**config.mk**
```make
export PLATFORM = sky130hd
export DESIGN_NAME = otter_fetch_queue_flat
export DESIGN_NICKNAME = d
export VERILOG_FILES = /design/src/rtl/otter_fetch_queue_if.sv /design/src/rtl/otter_fetch_queue.sv /design/src/flat_wrapper.sv
export SDC_FILE = /design/constraint.sdc
export NUM_CORES = 1
export LEC_CHECK = 0
export CORE_UTILIZATION = 56
export CTS_BUF_LIST = sky130_fd_sc_hd__clkbuf_8
export CTS_CLUSTER_DIAMETER = 80
export DETAILED_ROUTE_END_ITERATION = 12
export PLACE_DENSITY = 0.88
export SETUP_SLACK_MARGIN = 0.5
export SYNTH_ARGS = -nofsm -noshare
export SYNTH_HDL_FRONTEND = slang
export SYNTH_SLANG_ARGS = --single-unit
```
**constraint.sdc**
```tcl
create_clock -name CLK -period 4.6 [get_ports CLK]
set_input_delay 0.92 -clock CLK [delete_from_list [all_inputs] [get_ports CLK]]
set_output_delay 0.92 -clock CLK [all_outputs]
set_load 0.01 [all_outputs]
```
**src/rtl/otter_fetch_queue_if.sv**
```systemverilog
// Purpose: bundles the redirect, instruction-memory and decode handshakes of the fetch queue.
// Latency: none; wiring only.
// Backpressure: IMEM_GNT stalls requests, DE_READY stalls the decode-side head entry.
interface otter_fetch_queue_if;
    logic        REDIRECT;
    logic [31:0] REDIRECT_PC;
    logic        DE_READY;
    logic        IMEM_REQ;
    logic [31:0] IMEM_ADDR;
    logic        IMEM_GNT;
    logic        IMEM_RVALID;
    logic [31:0] IMEM_RDATA;
    logic        IF_VALID;
    logic [31:0] IF_IR;
    logic [31:0] IF_PC;
    logic [31:0] IF_NEXT_PC;

    // fetch unit side
    modport master (
        input  REDIRECT, REDIRECT_PC, DE_READY, IMEM_GNT, IMEM_RVALID, IMEM_RDATA,
        output IMEM_REQ, IMEM_ADDR, IF_VALID, IF_IR, IF_PC, IF_NEXT_PC
    );

    // memory / decode / execute side
    modport slave (
        output REDIRECT, REDIRECT_PC, DE_READY, IMEM_GNT, IMEM_RVALID, IMEM_RDATA,
        input  IMEM_REQ, IMEM_ADDR, IF_VALID, IF_IR, IF_PC, IF_NEXT_PC
    );
endinterface

```
**src/rtl/otter_fetch_queue.sv**
```systemverilog
// Purpose: OTTER fetch front end; owns fetch PC, issues in-order IMEM requests, queues returned words for decode.
// Latency: RDATA is registered into the queue; IF_VALID rises the cycle after RVALID (REQ cycle 0 -> IF_VALID cycle 2 at latency 1).
// Backpressure: IMEM_REQ drops once reserved + stale responses reach DEPTH; head entry holds while DE_READY is low.
module otter_fetch_queue #(
    parameter int          DEPTH    = 4,
    parameter logic [31:0] RESET_PC = 32'h0000_0000
) (
    input  logic                CLK,
    input  logic                RESET,
    otter_fetch_queue_if.master bus
);
    localparam int AW = $clog2(DEPTH);
    localparam int CW = AW + 1;
    localparam logic [CW:0] DEPTH_W = DEPTH[CW:0];

    // Pointers carry one extra wrap bit so that full and empty differ.
    logic [CW-1:0]   head_q;
    logic [CW-1:0]   tail_q;
    logic [CW-1:0]   fill_q;      // oldest reserved-but-unfilled entry
    logic [CW-1:0]   drop_cnt;    // responses still owed for flushed requests
    logic [31:0]     fetch_pc;
    logic [31:0]     pc_q [DEPTH];
    logic [31:0]     ir_q [DEPTH];
    logic [DEPTH-1:0] filled_q;
    logic [DEPTH-1:0] filled_nxt;

    logic [AW-1:0]   head_idx;
    logic [AW-1:0]   tail_idx;
    logic [AW-1:0]   fill_idx;
    logic [CW-1:0]   reserved;
    logic [CW-1:0]   unfilled;
    logic [CW:0]     credit_used;
    logic [CW-1:0]   drop_redir;
    logic            req;
    logic            gnt;
    logic            rsp_drop;
    logic            rsp_fill;
    logic            if_vld;
    logic            pop;
    logic            unused_bits;

    assign head_idx    = head_q[AW-1:0];
    assign tail_idx    = tail_q[AW-1:0];
    assign fill_idx    = fill_q[AW-1:0];
    assign reserved    = tail_q - head_q;
    assign unfilled    = tail_q - fill_q;
    assign credit_used = {1'b0, reserved} + {1'b0, drop_cnt};

    // Stale responses occupy credit too, so memory never holds more than DEPTH requests.
    assign req      = !RESET && !bus.REDIRECT && (credit_used < DEPTH_W);
    assign gnt      = req && bus.IMEM_GNT;
    assign rsp_drop = bus.IMEM_RVALID && (drop_cnt != '0);
    // A response with nothing outstanding is ignored rather than corrupting the queue.
    assign rsp_fill = bus.IMEM_RVALID && (drop_cnt == '0) && (unfilled != '0);
    assign if_vld   = filled_q[head_idx] && !RESET;
    assign pop      = if_vld && bus.DE_READY && !bus.REDIRECT;

    // On redirect every unfilled entry becomes a stale response; one arriving this cycle is already accounted for.
    assign drop_redir = drop_cnt + unfilled - CW'(rsp_drop | rsp_fill);

    assign bus.IMEM_REQ   = req;
    assign bus.IMEM_ADDR  = fetch_pc;
    assign bus.IF_VALID   = if_vld;
    assign bus.IF_IR      = ir_q[head_idx];
    assign bus.IF_PC      = pc_q[head_idx];
    assign bus.IF_NEXT_PC = pc_q[head_idx] + 32'd4;

    // Low address bits of the redirect target are discarded by word alignment.
    assign unused_bits = ^bus.REDIRECT_PC[1:0];

    // Per-entry filled flags: set on accepted response, cleared on pop.
    always_comb begin
        filled_nxt = filled_q;
        if (rsp_fill) filled_nxt[fill_idx] = 1'b1;
        if (pop)      filled_nxt[head_idx] = 1'b0;
    end

    // Control state: reset, then redirect flush, then normal grant/fill/pop updates.
    always_ff @(posedge CLK) begin
        if (RESET) begin
            fetch_pc <= RESET_PC;
            head_q   <= '0;
            tail_q   <= '0;
            fill_q   <= '0;
            drop_cnt <= '0;
            filled_q <= '0;
        end else if (bus.REDIRECT) begin
            fetch_pc <= {bus.REDIRECT_PC[31:2], 2'b00};
            head_q   <= '0;
            tail_q   <= '0;
            fill_q   <= '0;
            drop_cnt <= drop_redir;
            filled_q <= '0;
        end else begin
            drop_cnt <= drop_cnt - CW'(rsp_drop);
            filled_q <= filled_nxt;
            if (gnt) begin
                tail_q   <= tail_q + 1'b1;
                fetch_pc <= fetch_pc + 32'd4;
            end
            if (rsp_fill) fill_q <= fill_q + 1'b1;
            if (pop)      head_q <= head_q + 1'b1;
        end
    end

    // Queue payload: PC captured at grant, instruction word captured at response.
    always_ff @(posedge CLK) begin
        if (gnt)                                   pc_q[tail_idx] <= fetch_pc;
        if (rsp_fill && !RESET && !bus.REDIRECT)   ir_q[fill_idx] <= bus.IMEM_RDATA;
    end
endmodule

```
**src/flat_wrapper.sv**
```systemverilog
// flat-port wrapper written by rule: the top's interface ports become plain ports
module otter_fetch_queue_flat 
#(
    parameter int          DEPTH    = 4,
    parameter logic [31:0] RESET_PC = 32'h0000_0000
)
  (CLK, RESET, bus_REDIRECT, bus_REDIRECT_PC, bus_DE_READY, bus_IMEM_GNT, bus_IMEM_RVALID, bus_IMEM_RDATA, bus_IMEM_REQ, bus_IMEM_ADDR, bus_IF_VALID, bus_IF_IR, bus_IF_PC, bus_IF_NEXT_PC);
  otter_fetch_queue_if bus_i ();
  input  logic CLK;
  input  logic RESET;
  input wire logic [$bits(bus_i.REDIRECT)-1:0] bus_REDIRECT;
  input wire logic [$bits(bus_i.REDIRECT_PC)-1:0] bus_REDIRECT_PC;
  input wire logic [$bits(bus_i.DE_READY)-1:0] bus_DE_READY;
  input wire logic [$bits(bus_i.IMEM_GNT)-1:0] bus_IMEM_GNT;
  input wire logic [$bits(bus_i.IMEM_RVALID)-1:0] bus_IMEM_RVALID;
  input wire logic [$bits(bus_i.IMEM_RDATA)-1:0] bus_IMEM_RDATA;
  output wire logic [$bits(bus_i.IMEM_REQ)-1:0] bus_IMEM_REQ;
  output wire logic [$bits(bus_i.IMEM_ADDR)-1:0] bus_IMEM_ADDR;
  output wire logic [$bits(bus_i.IF_VALID)-1:0] bus_IF_VALID;
  output wire logic [$bits(bus_i.IF_IR)-1:0] bus_IF_IR;
  output wire logic [$bits(bus_i.IF_PC)-1:0] bus_IF_PC;
  output wire logic [$bits(bus_i.IF_NEXT_PC)-1:0] bus_IF_NEXT_PC;
  assign bus_i.REDIRECT = bus_REDIRECT;
  assign bus_i.REDIRECT_PC = bus_REDIRECT_PC;
  assign bus_i.DE_READY = bus_DE_READY;
  assign bus_i.IMEM_GNT = bus_IMEM_GNT;
  assign bus_i.IMEM_RVALID = bus_IMEM_RVALID;
  assign bus_i.IMEM_RDATA = bus_IMEM_RDATA;
  assign bus_IMEM_REQ = bus_i.IMEM_REQ;
  assign bus_IMEM_ADDR = bus_i.IMEM_ADDR;
  assign bus_IF_VALID = bus_i.IF_VALID;
  assign bus_IF_IR = bus_i.IF_IR;
  assign bus_IF_PC = bus_i.IF_PC;
  assign bus_IF_NEXT_PC = bus_i.IF_NEXT_PC;
  otter_fetch_queue #(.DEPTH(DEPTH), .RESET_PC(RESET_PC)) u_core (.CLK(CLK), .RESET(RESET), .bus(bus_i));
endmodule
```
==> impl_metrics.env <==
export IMPL_status="finished clean"
export IMPL_finalCritPeriodShare=0.889
export IMPL_synth_top_family_by_area="multiplexers"
export IMPL_hp_class="register to register"
export IMPL_ant_nets=0
export IMPL_yosysTopAreaCell="edfxtp_1"
export IMPL_grt_max_degree=51
export IMPL_comb_power_share=0.085
export IMPL_start_util=0.571
export IMPL_ff2ff_setup_slack_ps=750
export IMPL_reg2regPathDepth=17
export IMPL_p_leak_uw=0.00545
export IMPL_cts_clk_slew_worst_paths_ps=60
export IMPL_p_int_uw=4320
export IMPL_cts_tree="yes"
export IMPL_cts_buffers=44
export IMPL_period_needed_ps=4090
export IMPL_cp_num_buf_inv=2
export IMPL_die_h_um=151
export IMPL_met2_length_um=14900
export IMPL_synth_ff_type="edfxtp_1"
export IMPL_layout_nets=1118
export IMPL_wl_per_cell_um=22.0
export IMPL_sw_frac_of_total=0.227
export IMPL_top_layer_used="met4"
export IMPL_dieArea_um2=22800
export IMPL_drive_gt1_frac=0.182
export IMPL_fin_skew_ps=36.1
export IMPL_synth_compound_area_frac=0.0356
export IMPL_ios=200
export IMPL_rows=54
export IMPL_cp_data_required_time_ps=3680
export IMPL_cts_max_level=2
export IMPL_post_route_util=0.725
export IMPL_mostFrequentLayoutCell="edfxtp_1"
export IMPL_io_buffer_count=191
export IMPL_vdd_ir_drop_max_mv=0.192
export IMPL_tightest_slew_ps=873
export IMPL_startpoint_type="register"
export IMPL_muxShareOfSynthArea=0.121
export IMPL_avgSynthCellArea_um2=16.0
export IMPL_cp_data_arrival_time_ps=3170
export IMPL_clock_latency_ps=560
export IMPL_synth_top_area_frac=0.598
export IMPL_slew_viol_final=0
export IMPL_cpMaxStageDelayCell="mux4_2"
export IMPL_synthArstFlopShare=0
export IMPL_grt_usage=0.255
export IMPL_p_total_uw=5590
export IMPL_synth_distinct_cells=54
export IMPL_max_freq_ghz=0.245
export IMPL_pre_cts_slack_ps=574
export IMPL_crit_cells=8
export IMPL_p_per_area_nw_per_um2=353
export IMPL_seq_area_frac_synth=0.675
export IMPL_antenna_found_initial=0
export IMPL_met1_length_um=10900
export IMPL_rsz0062_at_grt="yes"
export IMPL_grt_pass1_vias=7798
export IMPL_wl_met3_um=2550
export IMPL_root_buffer="clkbuf_8"
export IMPL_critical_path_max_stage_delay_ps=590
export IMPL_place_hpwl_um=18300
export IMPL_cap_violations=0
export IMPL_crit_path_end="bus_IF_NEXT_PC[27]"
export IMPL_seq_power_share=0.539
export IMPL_p_sw_uw=1270
export IMPL_regToRegEndpoint="u_core.drop_cnt[2]"
export IMPL_ys_warn_count=0
export IMPL_ys_ff_latch=296
export IMPL_synthCells=778
export IMPL_power_frac_clock=0.377
export IMPL_synth_adder_area_share=0.0279
export IMPL_relSlewSlack=0.418
export IMPL_clock_sinks=296
export IMPL_firstDrtPassIters=6
export IMPL_crit_chain="buf_4 -> mux4_2 -> and4_1 -> and2b_2 -> nand4_4 -> nor2_1 -> xor2_1 -> clkdlybuf4s50_1"
export IMPL_synth_simple_area_share=0.0841
export IMPL_hold_viol=0
export IMPL_cp_end_kind="output pin"
export IMPL_crit_family="simple AND/OR/NAND/NOR gates"
export IMPL_area_delta_synth_final_pct=27.0
export IMPL_setup_ws_ps=512
export IMPL_gp_congestion=0.813
export IMPL_design_core_area_um2=21800
export IMPL_hold_start="u_core.filled_q[3]"
export IMPL_dr_total_vias=7933
export IMPL_clockBufferDepth=3
export IMPL_yosys_top_cells_area="edfxtp_1, mux4_2, dfxtp_1"
export IMPL_die_width_um=151
export IMPL_n_antenna_cell=0
export IMPL_worstPathMaxFanout=9
export IMPL_setup_viol=0
export IMPL_routed_via_density=5.93
export IMPL_gr_total_overflow=0
export IMPL_drc_errors=0
export IMPL_drt_iter0_drc=854
export IMPL_synthXorXnorAreaFrac=0.0330
export IMPL_critPathKind="register to output pin"
export IMPL_wl_um=29400
export IMPL_finalSetupTns_ps=0
export IMPL_synth_area_um2=12500
export IMPL_synth_edff_count=248
export IMPL_reg2reg_from="u_core.tail_q[0]"
export IMPL_grt_pass1_wl_um=43100
export IMPL_layout_common_cells="edfxtp_1, clkdlybuf4s50_1, mux4_2, nand2_1, clkbuf_8"
repair_timing:
| item | CTS | global route |
|---|---|---|
| buffers inserted | 12 | 10 |
| pin swaps | 3 | 4 |
| hold buffers | 0 | 0 |
| setup endpoints to repair | 26 | 17 |
| resized for setup | 13 | 17 |
sequential cells by signal (all words and copies together), names as in the netlist, named ones only:
register              cells
u_core.bus.IMEM_ADDR     30
u_core.drop_cnt           3
u_core.fill_q             3
u_core.filled_q           4
u_core.head_q             3
u_core.ir_q             128
u_core.pc_q             120
u_core.tail_q             3
power by group through the flow:
stage	Combinational, µW	Sequential [µW]	Clock (µW)
after CTS	461	3010	2120
after floorplan	235	3050	0
after global routing	519	3010	2230
final	472	3010	2100
after detailed placement	453	3060	0
after global placement	437	3060	0
synthesized netlist by cell type (all sizes together) (2+ instances only):
cell    count
fa          3
xnor2      29
nor2b       6
dfxtp      48
xor2       18
and3        9
a22oi       2
a31oi       6
a222oi      2
or2         3
clkbuf     22
buf        19
o21ai      18
nand2      53
inv        19
ha         23
and4        9
o22ai       3
nand3      14
or4         3
nor3        9
nand4      18
nor4        9
nand2b      4
and2        6
edfxtp    248
a211oi      3
mux4       62
mux2i       6
nor3b       3
a21oi      36
a221oi      2
nor2       51
mux2        3
worst min path at each step:
stage / end / slack (ps) / cells past startpoint
floorplan: u_core.filled_q[3] / 450 / 2
global placement: u_core.filled_q[3] / 470 / 2
detailed placement: u_core.filled_q[3] / 470 / 2
CTS: u_core.filled_q[3] / 490 / 2
global route: u_core.filled_q[3] / 530 / 2
finish: u_core.filled_q[3] / 490 / 2
cells by family after synthesis:
kind of cell | count (synthesis)
AOI/OAI and AO/OA | 77
muxes | 71
xor gates and xnor gates | 47
buffers and inverters | 60
adders and majority gates | 26
and+or+nand+nor | 200
DFF | 296
other | 1
per-layer routing:
metal  up-vias  GRT usage
met5         -          0
met4         0     0.0980
met3       103     0.0485
met2       472      0.425
met1      3862      0.334
li1       3496          -
stage by stage:
| stage | cell area, µm² | cells | hold slack [ps] |
|---|---|---|---|
| 2_1_floorplan | 12500 | 783 | 446 |
| 4_1_cts | 15700 | 1327 | 489 |
| 5_1_grt | 15800 | 1337 | 526 |
| 3_5_place_dp | 14700 | 1234 | 470 |
| 6_report | 15800 | 1337 | 490 |
| 3_3_place_gp | 14700 | 1234 | 468 |
tightest hold or removal path, stage by stage, from the launching register on:
cell     delay, ps
dfxtp_1        330
a21oi_1         40
nor2_1          80
layout make-up:
cell class | count | area, µm²
clock buffer | 51 | 702
clock inverter | 30 | 178
fill | 1224 | 6000
inverter | 19 | 71.3
multi-input combinational | 427 | 3820
sequential | 296 | 8420
tap | 280 | 350
timing repair buffer | 234 | 2280
Note: power is estimated with default switching activity, not from simulation.
